## config.mk

```make
export PLATFORM = sky130hd
export DESIGN_NAME = acquisition_sequencer
export DESIGN_NICKNAME = d
export VERILOG_FILES = /design/src/rtl/acq_seq_pkg.sv /design/src/rtl/trigger_edge_detect.sv /design/src/rtl/acquisition_sequencer.sv
export SDC_FILE = /design/constraint.sdc
export NUM_CORES = 1
export LEC_CHECK = 0
export BUFFER_PORTS_ARGS = -buffer_cell sky130_fd_sc_hd__buf_2
export CORE_UTILIZATION = 50
export CTS_CLUSTER_DIAMETER = 120
export DETAILED_ROUTE_END_ITERATION = 16
export PLACE_DENSITY = 0.8
export SLEW_MARGIN = 20
export SYNTH_ARGS = -nofsm -noshare
export SYNTH_HDL_FRONTEND = slang
export SYNTH_HIERARCHICAL = 1
export SYNTH_SLANG_ARGS = --single-unit
```

## constraint.sdc

```tcl
create_clock -name clk -period 4.17 [get_ports clk]
set_input_delay 0.6255 -clock clk [delete_from_list [all_inputs] [get_ports clk]]
set_output_delay 0.6255 -clock clk [all_outputs]
set_load 0.01 [all_outputs]
```

## src/rtl/acq_seq_pkg.sv

```systemverilog
// Shared types and helpers for the waveform acquisition sequencer.
// The readout length covers every data record plus the trailer record and a settling margin.
package acq_seq_pkg;

  typedef enum logic [2:0] {
    IDLE,
    ARMED,
    CAPTURE,
    READOUT,
    HOLDOFF
  } acq_state_t;

  localparam int BITS_PER_RECORD = 36;

  function automatic int readout_len(input int num_samples, input int bits_per_record,
                                     input int margin);
    return (num_samples + 1) * bits_per_record + margin;
  endfunction

endpackage

```

## src/rtl/trigger_edge_detect.sv

```systemverilog
// Rising edge of the external trigger level OR'd with the software trigger pulse.
// Zero-cycle output; the previous trigger level is held in a flop.
module trigger_edge_detect (
  input  logic clk,
  input  logic reset,
  input  logic trigger,
  input  logic sw_trigger,
  output logic trig
);

  logic trigger_q;

  always_ff @(posedge clk) begin
    if (reset) trigger_q <= 1'b0;
    else       trigger_q <= trigger;
  end

  assign trig = (trigger & ~trigger_q) | sw_trigger;

endmodule

```

## src/rtl/acquisition_sequencer.sv

```systemverilog
// Arms on trigger, captures NUM_SAMPLES ADC words, then holds acquire low for one full serializer frame.
// Buffer writes are registered (1-cycle latency); no backpressure, adc_valid strobes are taken as they come.
module acquisition_sequencer #(
  parameter int NUM_SAMPLES     = 2000,
  parameter int SAMPLE_W        = 14,
  parameter int BITS_PER_RECORD = acq_seq_pkg::BITS_PER_RECORD,
  parameter int READOUT_MARGIN  = 16,
  parameter int HOLDOFF_CYCLES  = 4,
  localparam int AW             = $clog2(NUM_SAMPLES)
) (
  input  logic                clk,
  input  logic                reset,
  input  logic                enable,
  input  logic                trigger,
  input  logic                sw_trigger,
  input  logic                adc_valid,
  input  logic [SAMPLE_W-1:0] adc_data,
  output logic                wr_en,
  output logic [AW-1:0]       wr_addr,
  output logic [SAMPLE_W-1:0] wr_data,
  output logic                acquire,
  output logic [15:0]         waveNumber,
  output logic                busy,
  output logic [15:0]         missed_triggers
);

  import acq_seq_pkg::*;

  localparam int READOUT_LEN = readout_len(NUM_SAMPLES, BITS_PER_RECORD, READOUT_MARGIN);
  localparam int TW          = $clog2(READOUT_LEN + 1);
  localparam int CW          = $clog2(NUM_SAMPLES + 1);

  localparam logic [CW-1:0] CNT_FULL = CW'(NUM_SAMPLES);
  localparam logic [TW-1:0] RO_LAST  = TW'(READOUT_LEN - 1);
  localparam logic [TW-1:0] HO_LAST  = TW'(HOLDOFF_CYCLES - 1);

  acq_state_t     state, state_nxt;
  logic           trig;
  logic [CW-1:0]  sample_cnt;
  logic [TW-1:0]  timer;
  logic           wr_fire;
  logic           wave_inc;
  logic           miss_inc;

  trigger_edge_detect u_trig (
    .clk        (clk),
    .reset      (reset),
    .trigger    (trigger),
    .sw_trigger (sw_trigger),
    .trig       (trig)
  );

  always_ff @(posedge clk) begin
    if (reset) state <= IDLE;
    else       state <= state_nxt;
  end

  // Disable wins over trigger; readout always runs to completion so the frame is never cut short.
  always_comb begin
    state_nxt = state;
    case (state)
      IDLE:    if (enable) state_nxt = ARMED;
      ARMED: begin
        if (!enable)   state_nxt = IDLE;
        else if (trig) state_nxt = CAPTURE;
      end
      CAPTURE: begin
        if (!enable)                   state_nxt = IDLE;
        else if (sample_cnt == CNT_FULL) state_nxt = READOUT;
      end
      READOUT: if (timer == RO_LAST) state_nxt = HOLDOFF;
      HOLDOFF: if (timer == HO_LAST) state_nxt = enable ? ARMED : IDLE;
      default: state_nxt = IDLE;
    endcase
  end

  always_comb begin
    acquire  = (state != READOUT);
    busy     = (state == CAPTURE) || (state == READOUT);
    wr_fire  = (state == CAPTURE) && adc_valid && (sample_cnt != CNT_FULL);
    wave_inc = (state == READOUT) && (timer == RO_LAST);
    miss_inc = trig && (missed_triggers != 16'hFFFF) &&
               ((state == CAPTURE) || (state == READOUT) || (state == HOLDOFF));
  end

  always_ff @(posedge clk) begin
    if (reset) begin
      wr_en           <= 1'b0;
      wr_addr         <= '0;
      wr_data         <= '0;
      sample_cnt      <= '0;
      timer           <= '0;
      waveNumber      <= '0;
      missed_triggers <= '0;
    end else begin
      wr_en <= wr_fire;
      if (wr_fire) begin
        wr_addr <= sample_cnt[AW-1:0];
        wr_data <= adc_data;
      end

      if (state != CAPTURE) sample_cnt <= '0;
      else if (wr_fire)     sample_cnt <= sample_cnt + CW'(1);

      // Timer restarts on every state change and only runs where it is compared.
      if ((state_nxt != state) || ((state != READOUT) && (state != HOLDOFF))) timer <= '0;
      else                                                                  timer <= timer + TW'(1);

      waveNumber <= waveNumber + 16'(wave_inc);
      if (miss_inc) missed_triggers <= missed_triggers + 16'd1;
    end
  end

endmodule

```

==> After elaboration in Yosys (flattened, before gate mapping) <==
Index checks and enable logic that the tools add are counted.
{ "totals": {"register_bits": 90, "inputBits": 20} }
{ "classes": {"addsub": 4, "n_reduce_logical": 12, "eq_ne": 13, "mux": 9, "bitwise": 3} }
{ "op_table": {"columns": ["operator", "count"], "rows": [
  ["$mux 3", 7],
  ["$add 17x1->17 const B", 1],
  ["$eq 17x17->1 const B", 1],
  ["$eq 17x2->1 const B", 1],
  ["$add 16x1->16", 1],
  ["$add 16x1->16 const B", 1],
  ["$ne 16x16->1 const B", 1],
  ["$pmux 3 s5", 1],
  ["$add 11x1->11 const B", 1],
  ["$eq 11x11->1 const B", 1],
  ["$ne 11x11->1 const B", 1],
  ["$eq 3x2->1 const B", 2],
  ["$logic_and 1x1->1", 6],
  ["$ne 3x2->1 const B", 2],
  ["$reduce_or 2->1", 2],
  ["$eq 3x1->1 const B", 1],
  ["$eq 3x3->1 const B", 1],
  ["$logic_not 3->1", 1],
  ["$logic_or 1x1->1", 3],
  ["$ne 3x3->1", 1],
  ["$ne 3x3->1 const B", 1],
  ["$and 1x1->1", 1],
  ["$mux 1", 1],
  ["$not 1->1", 1],
  ["$or 1x1->1", 1]
]} }

==> Depth between registers and ports, before layout <==
Gate-level depths: netlist (run 1).
{ "depth": {"word_depth": 9, "ltp_mapped": 9, "depth_no_buf": 9} }

==> By module <==
Netlist (run 1), hierarchy kept.
{ "modules_own_cells": {"columns": ["module", "area_each_um2", "n_inst", "seq_area_each_um2", "cells_per_inst"], "rows": [
  ["acquisition_sequencer", 4015.1, 1, 1781.7, 431],
  ["trigger_edge_detect", 37.5, 1, 20.0, 4]
]} }

==> Worst setup path after synthesis (run 1) <==
Ideal clock, no wire load.
{ "synth_timing": {"kind": "flip-flop to flip-flop", "start": "reg timer[3]", "end": "reg waveNumber[14]", "setup_ps": 70, "stages_incl_launch_ff": 10, "required_time_ps": 4100, "arrival_ps": 2407, "slack_ps": 1692, "path_cell_list": "dfxtp_1 -> nor4_2 -> nand4b_2 -> nor4_1 -> ha_1 -> ha_1 -> and2_1 -> nand4_1 -> or3_1 -> a21oi_1"} }
{ "synth_via": {"elab_chain_len": 3} }
{ "synth_lines": {"columns": ["item", "line_no", "text"], "rows": [
  ["start, declared", "acquisition_sequencer.sv:40", "logic [TW-1:0] timer;"],
  ["start signal, assigned", "acquisition_sequencer.sv:107", "else timer <= timer + TW'(1);"],
  ["$eq 17x17->1", "acquisition_sequencer.sv:81", "wave_inc = (state == READOUT) && (timer == RO_LAST);"],
  ["$logic_and 1x1->1", "acquisition_sequencer.sv:81", null],
  ["$add 16x1->16", "acquisition_sequencer.sv:109", "waveNumber <= waveNumber + 16'(wave_inc);"],
  ["end signal, assigned", "acquisition_sequencer.sv:109", null],
  ["end, declared", "acquisition_sequencer.sv:22", "output logic [15:0] waveNumber,"]
]} }
Every way passes these cells.
A chain may end at the register's enable or synchronous reset.

==> Final worst setup path (run 1) <==
{ "layout_timing": {"start": "reg timer[3]", "end": "reg waveNumber[12]"} }
Same word-level chain as after synthesis.

==> results by group, run 1 <==
Floorplanning
  – Rows: 32
  – DIE AREA: 8470 um^2
  – DIE WIDTH: 92.03 um
  – Top Ports: 80
  – Initial Utilization: 0.5217
  – Core box area: 7767 um^2
  – Chip Height: 92.03 um

Logic synthesis
  – Sequential area share after synthesis: 0.4446
  – Syn nets: 461
  – Most used flip-flop cell after synthesis: dfxtp_1
  – EDFF count, synth: 0
  – Average size of a mapped cell: 9.316 um^2
  – Post-synthesis register bit count: 90
  – Post-Syn Instances: 435
  – Yosys warns: 6
  – Async set-or-reset flop fraction in the synthesized netlist: 0
  – Mapped cell area: 4053 um^2
  – Unique masters post-synth: 55

Worst setup path
  – Setup Crit Path Kind: reg2reg
  – Most frequent CP cell: ha_1
  – Arrival @ worst endpoint: 3120 ps
  – Critical path, cell by cell: nor4_2 > nand4b_2 > nor4_1 > ha_1 > ha_1 > and2_1 > nand4_1 > or3_1 > a21oi_1
  – Setup slack, reg-to-reg: 1330 ps
  – Worst setup SP type: flip-flop
  – CP max stage delay: 450 ps
  – CP max stage cell: nor4_1
  – Critical Path End Type: flip-flop
  – Largest fanout on the critical path: 7
  – Worst EP required: 4460 ps

Global route
  – GRT Util Overall: 0.1986
  – Global route total overflow: 0
  – Largest net degree at the start of global routing: 62
  – First-pass GRT wire length: 13700 um
  – Initial antenna violation count: 0
  – Vias in the first global route: 3067

Pwr
  – Worst VDD drop: 151.2 uV
  – Pleak: 2.011 nW
  – Power per cell area: 315.6 nW/um^2

Final layout
  – Synthesis-to-finish area growth: 16.49%
  – Nets: 534
  – Fraction of layout instances using a drive strength above 1: 0.2105
  – N_diodes: 0

Clocking
  – Post-CTS Resized: 0
  – H-tree levels: 3
  – Clock root buffer: clkbuf_8
  – Longest Clk Path Bufs: 2
  – Clk_lat worst skew: 360 ps
  – Hold-fix buffers, CTS: 0
  – Worst-path clk slew: 100 ps
  – Num CTS Buffers: 9
  – TritonCTS clock tree: built
  – Post CTS Setup Buffer Count: 0
  – Sink Count: 90

Placed design
  – RePlAce Congestion: 0.8918
  – Hpwl dp: 5691 um
  – IO buf count: 79

Routing
  – Routed WL per cell: 13.17 um
  – Routed vias: 3434
  – Drt first pass iters: 4
  – Via density: 5.584
  – Initial DRC Count: 201
  – DRC: 0
  – ANT nets after route: 0
  – Total Routed Length: 8102 um

Outcome
  – Status: complete, no violations

STA
  – Final hold slack: 488.5 ps
  – Relative slew slack: 0.3947
  – Final Slew Violations: 0
  – Final period util: 0.6808
  – Final Skew: 7.509 ps
  – RSZ-0062 raised after global routing: false
  – Worst-margin pin slew: 904.8 ps
  – Setup TNS: 0 ps
  – Min cycle time layout: 2839 ps
  – Final Hold Viols: 0
  – Maximum clock frequency: 0.3523 GHz
  – Setup Viol. Count Final: 0

Hold path
  – Worst min path class: in2reg

Job
  – Max_cap viols: 0
## power breakdown
group	switching, mW	internal (mW)
logic	0.0308	0.0202
registers	0.00471	0.863
clock network	0.337	0.234
## synth_stat cells (all sizes together), types with 11 or more instances
library cell,number,area (um^2)
o21ai,14,70.07
dfxtp,90,1802
nand3,20,100.1
nor3,20,100.1
or3,11,68.82
a21oi,19,95.09
xor2,23,201.4
mux2i,25,250.2
nor2,47,176.4
nand2,14,52.55
nand4,20,125.1
inv,13,48.80
## worst max-delay path: cells and delay by family, from the launching register on
kind	cells	cell delay [ps]
AO/OA/AOI/OAI	1	160
adder cells (fa/ha/maj)	2	420
flip-flops	1	370
AND/OR/NAND/NOR	6	1840
## logic make-up after synthesis
logic type,share of synthesized area
mux,0.06730
compound gates,0.1102
simple gates,0.2597
buf+inv,0.03489
fa+ha+maj,0.01852
flops,0.4446
xor+xnor,0.06483
## layout make-up
class	instances	area, um^2
Fill cell	665	3047
Multi-Input combinational cell	313	2137
Sequential cell	90	1802
Timing Repair Buffer	81	410.4
Tap cell	102	127.6
Clock buffer	9	123.9
Clock inverter	7	71.32
Inverter	13	48.80
## state kept, by name (all words and copies together) (netlist names)
register	cells
u_trig/trigger_q	1
missed_triggers	16
wr_en	1
wr_data	14
state	3
sample_cnt	11
waveNumber	16
timer	17
wr_addr	11
## layer usage
metal	global-route usage	routed length [um]
met5	0	0
met4	0.08984	137
met1	0.2577	3832
met2	0.3159	3735
met3	0.04312	396
## path summary, 6_finish.rpt
kind,start,end,cells after the start
setup / recovery,timer[3]$_SDFF_PP0_,waveNumber[12]$_SDFF_PP0_,9
hold / removal,adc_data[11],wr_data[11]$_SDFFE_PP0P_,3
setup reg to reg,timer[3]$_SDFF_PP0_,waveNumber[12]$_SDFF_PP0_,9
hold reg to reg,missed_triggers[14]$_SDFFE_PP0P_,missed_triggers[14]$_SDFFE_PP0P_,2
## cells in the final DEF, fill, tap and decap left out, types with 3 or more instances in the layout
cell type,synthesis,routed
inv_6,0,3
and4_1,10,10
buf_2,5,79
a21oi_1,19,19
nor2_1,47,47
o31ai_1,7,7
xnor2_1,7,7
nor4_1,3,3
or3_1,11,11
or4_1,8,8
o41ai_1,4,4
o21a_1,4,4
a21o_1,3,3
xor2_1,23,23
inv_1,13,13
nand2_1,14,14
nand4_1,20,20
clkbuf_8,0,9
ha_1,6,6
nand3_1,20,20
nor3_1,20,20
and2_1,5,5
mux2i_1,25,25
nor2b_1,5,5
and3_1,6,6
o21ai_0,12,12
dfxtp_1,90,90
## metrics by stage
stage | power [mW] | cell area, um^2 | utilization | instances | worst slack, ps
after floorplan | 0.9193 | 4053 | - | 435 | 1692
after global placement | 0.9363 | 4516 | 0.5813 | 599 | 1473
after global routing | 1.553 | 4721 | 0.6078 | 615 | 1052
after CTS | 1.505 | 4711 | 0.6065 | 615 | 1310
after detailed placement | 0.9378 | 4516 | 0.5813 | 599 | 1327
final | 1.490 | 4721 | 0.6078 | 615 | 1331
Note: power is estimated with default switching activity, not from simulation.
==> run 2, diff against run 1 <==
Settings changed: CORE_UTILIZATION 50 to 49, PLACE_DENSITY 0.8 to 0.82.
Clock period 4.17 ns to 2.6 ns, I/O delays scaled along.
==> run 2 against run 1 <==
Via count is 2.9% higher. Design area increased by 2.6%. Non-clock buffer count increased by 11. Sequential share of layout area decreased by 0.98 points. Setup slack worse by 1100 ps. Power grew 71%. Sequential cell count did not move. Cell count up 1.8%. Critical path depth stayed put. Clock power rose by 87%. Largest power group unchanged. Core utilization is 0.96 points higher.
==> results by group, run 2 (synthesis gave the netlist of run 1 again) <==
Floorplanning
  – Chip Height: 92.95 um (+0.99%)
  – Initial Utilization: 0.5164 (-0.005324)
  – Top Ports: 80 (unchanged)
  – Core box area: 7848 um^2 (+1.0%)
  – DIE AREA: 8639 um^2 (+2.0%)
  – DIE WIDTH: 92.95 um (+0.99%)
  – Rows: 32 (unchanged)

Worst setup path
  – Arrival @ worst endpoint: 2690 ps (-430 ps)
  – Critical path, cell by cell: nor4_2 > nand4b_2 > nor4_4 > ha_2 > ha_1 > and2_4 > nand4_1 > or3_1 > a21oi_1
  – Reg2reg start: timer[3]$_SDFF_PP0_
  – Critical Path End Type: flip-flop
  – Worst EP required: 2890 ps (-1570 ps)
  – CP startpoint: timer[3]$_SDFF_PP0_
  – CP max stage delay: 360 ps (-90 ps)
  – Worst setup SP type: flip-flop
  – CP max stage cell: or3_1
  – Setup Crit Path Kind: reg2reg
  – Largest fanout on the critical path: 6 (-1)

STA
  – Final Skew: 13.09 ps (+5.584 ps)
  – Setup Viol. Count Final: 0 (unchanged)
  – Final Hold Viols: 0 (unchanged)
  – Worst-margin pin slew: 822.3 ps (-82.55 ps)
  – Min cycle time layout: 2405 ps (-433.9 ps)
  – Final hold slack: 259.4 ps (-229.1 ps)
  – Final Slew Violations: 0 (unchanged)
  – Final period util: 0.9250 (+0.2442)
  – Maximum clock frequency: 0.4158 GHz (+18%)
  – Relative slew slack: 0.4481 (+0.05341)

Global route
  – Vias in the first global route: 3226 (+5.2%)
  – GRT Util Overall: 0.2086 (+0.009951)
  – Initial antenna violation count: 0 (unchanged)
  – Largest net degree at the start of global routing: 49 (-21%)
  – Global route total overflow: 0 (unchanged)
  – First-pass GRT wire length: 14600 um (+6.5%)

Placed design
  – RePlAce Congestion: 0.8100 (-9.2%)
  – Hpwl dp: 6172 um (+8.5%)
  – IO buf count: 79 (unchanged)

Routing
  – Via density: 5.642 (+1.0%)
  – ANT nets after route: 0 (unchanged)
  – DRC: 0 (unchanged)
  – Drt first pass iters: 4 (unchanged)
  – Initial DRC Count: 218 (+8.5%)
  – Routed vias: 3532 (+2.9%)
  – Routed WL per cell: 13.94 um (+5.8%)
  – Total Routed Length: 8725 um (+7.7%)

Final layout
  – Top flop regs: timer: 17 flops, missed_triggers: 16 flops, waveNumber: 16 flops
  – Multi-input logic area: 2150 um^2 (+0.59%)
  – N_diodes: 0 (unchanged)
  – Fillcell total: 661 (-0.60%)
  – Nets: 545 (+2.1%)
  – Largest register FFs: 17 (unchanged)
  – Fraction of layout instances using a drive strength above 1: 0.2309 (+0.02039)
  – Layout Utilization: 0.6173 (+0.009583)
  – Most frequent cells in the layout: dfxtp_1, buf_2, nor2_1
  – Reg area: 1802 um^2 (unchanged)
  – Reg with most FFs: timer
  – Commonest non-fill, non-tap cell in the layout: dfxtp_1
  – Synthesis-to-finish area growth: 19.54%

Pwr
  – Net Sw Power: 0.5774 mW (+55%)
  – Worst VDD drop: 332.4 uV (+120%)
  – Sw Ratio: 0.2267 (-0.02361)
  – Clk pwr share: 0.420 (+0.036)
  – Final Power: 2.547 mW (+71%)
  – Power per cell area: 525.7 nW/um^2 (+67%)
  – P_int: 1.969 mW (+76%)
  – Comb pwr share: 0.035 (about the same)
  – Sequential power share: 0.544 (-0.038)
  – Pleak: 2.089 nW (+3.9%)

Outcome
  – Status: complete, no violations

Clocking
  – Num CTS Buffers: 9 (unchanged)
  – Worst-path clk slew: 100 ps (about the same)
  – Clk_lat worst skew: 360 ps (about the same)
  – Clock root buffer: clkbuf_8
  – Hold-fix buffers, CTS: 0 (unchanged)
  – Longest Clk Path Bufs: 2 (unchanged)
  – H-tree levels: 3 (unchanged)
  – TritonCTS clock tree: built
  – Sink Count: 90 (unchanged)

Hold path
  – Worst min path class: in2reg
  – Critical hold path startpoint: trigger

Job
  – Max_cap viols: 0 (unchanged)
-- run 2: cell count changes in the layout (fill, tap and decap cells not counted), sizes merged --
cell / delta
buf: +11
inv: -2
bufinv: +2
-- run 2: area by class of cell --
type / count / share of cell area
multi-input combinational: 313 / 0.4437
sequential: 90 / 0.3719
clock inverter: 7 / 0.02066
tap: 102 / 0.02634
timing repair buffer: 92 / 0.1018
clock buffer: 9 / 0.02557
inverter: 13 / 0.01007
-- run 2: final timing paths --
kind,slack (ps),depth (start not counted),endpoint
setup / recovery,200,9,waveNumber[10]$_SDFF_PP0_
hold / removal,260,2,u_trig/trigger_q$_SDFF_PP0_
hold reg to reg,500,2,wr_data[0]$_SDFFE_PP0P_
setup reg to reg,200,9,waveNumber[10]$_SDFF_PP0_
-- run 2: worst max-delay path: cells and delay by family, from the launching register on --
kind	cells	cell delay (ps)
and+or+nand+nor	6	1430
adders and majority gates	2	410
DFF	1	330
AOI/OAI and AO/OA	1	170
-- run 2: routing by layer --
layer / wire (um) / share of wire / track usage
met1: 3946 / 0.45 / 0.2591
met2: 4211 / 0.48 / 0.3560
met3: 431 / 0.049 / 0.03366
met4: 136 / 0.016 / 0.08846
met5: 0 / 0 / 0
-- run 2: metrics by stage --
step / cell area [um^2] / setup TNS (ps) / cells / setup slack, ps
2_1_floorplan: 4053 / 0 / 435 / 122.2
3_3_place_gp: 4591 / 0 / 609 / 57.80
3_5_place_dp: 4591 / -131.9 / 609 / -58.79
4_1_cts: 4821 / 0 / 625 / 29.84
5_1_grt: 4845 / -8.028 / 626 / -4.742
6_report: 4845 / 0 / 626 / 195.1
-- run 2: what timing repair did --
action | 4_1_cts | 5_1_grt
cloned | 0 | 0
resized for setup | 1 | 4
pin swaps | 0 | 3
buffers inserted | 0 | 1
setup endpoints to repair | 3 | 5
-- run 2: power groups by stage --
stage                     clock network [mW]  registers (mW)  logic, mW
after floorplan                            0            1.42     0.0539
after global placement                     0            1.42     0.0869
after detailed placement                   0            1.42     0.0889
after CTS                               1.08            1.39     0.0893
after global routing                    1.13            1.39     0.0984
final                                   1.07            1.39     0.0894
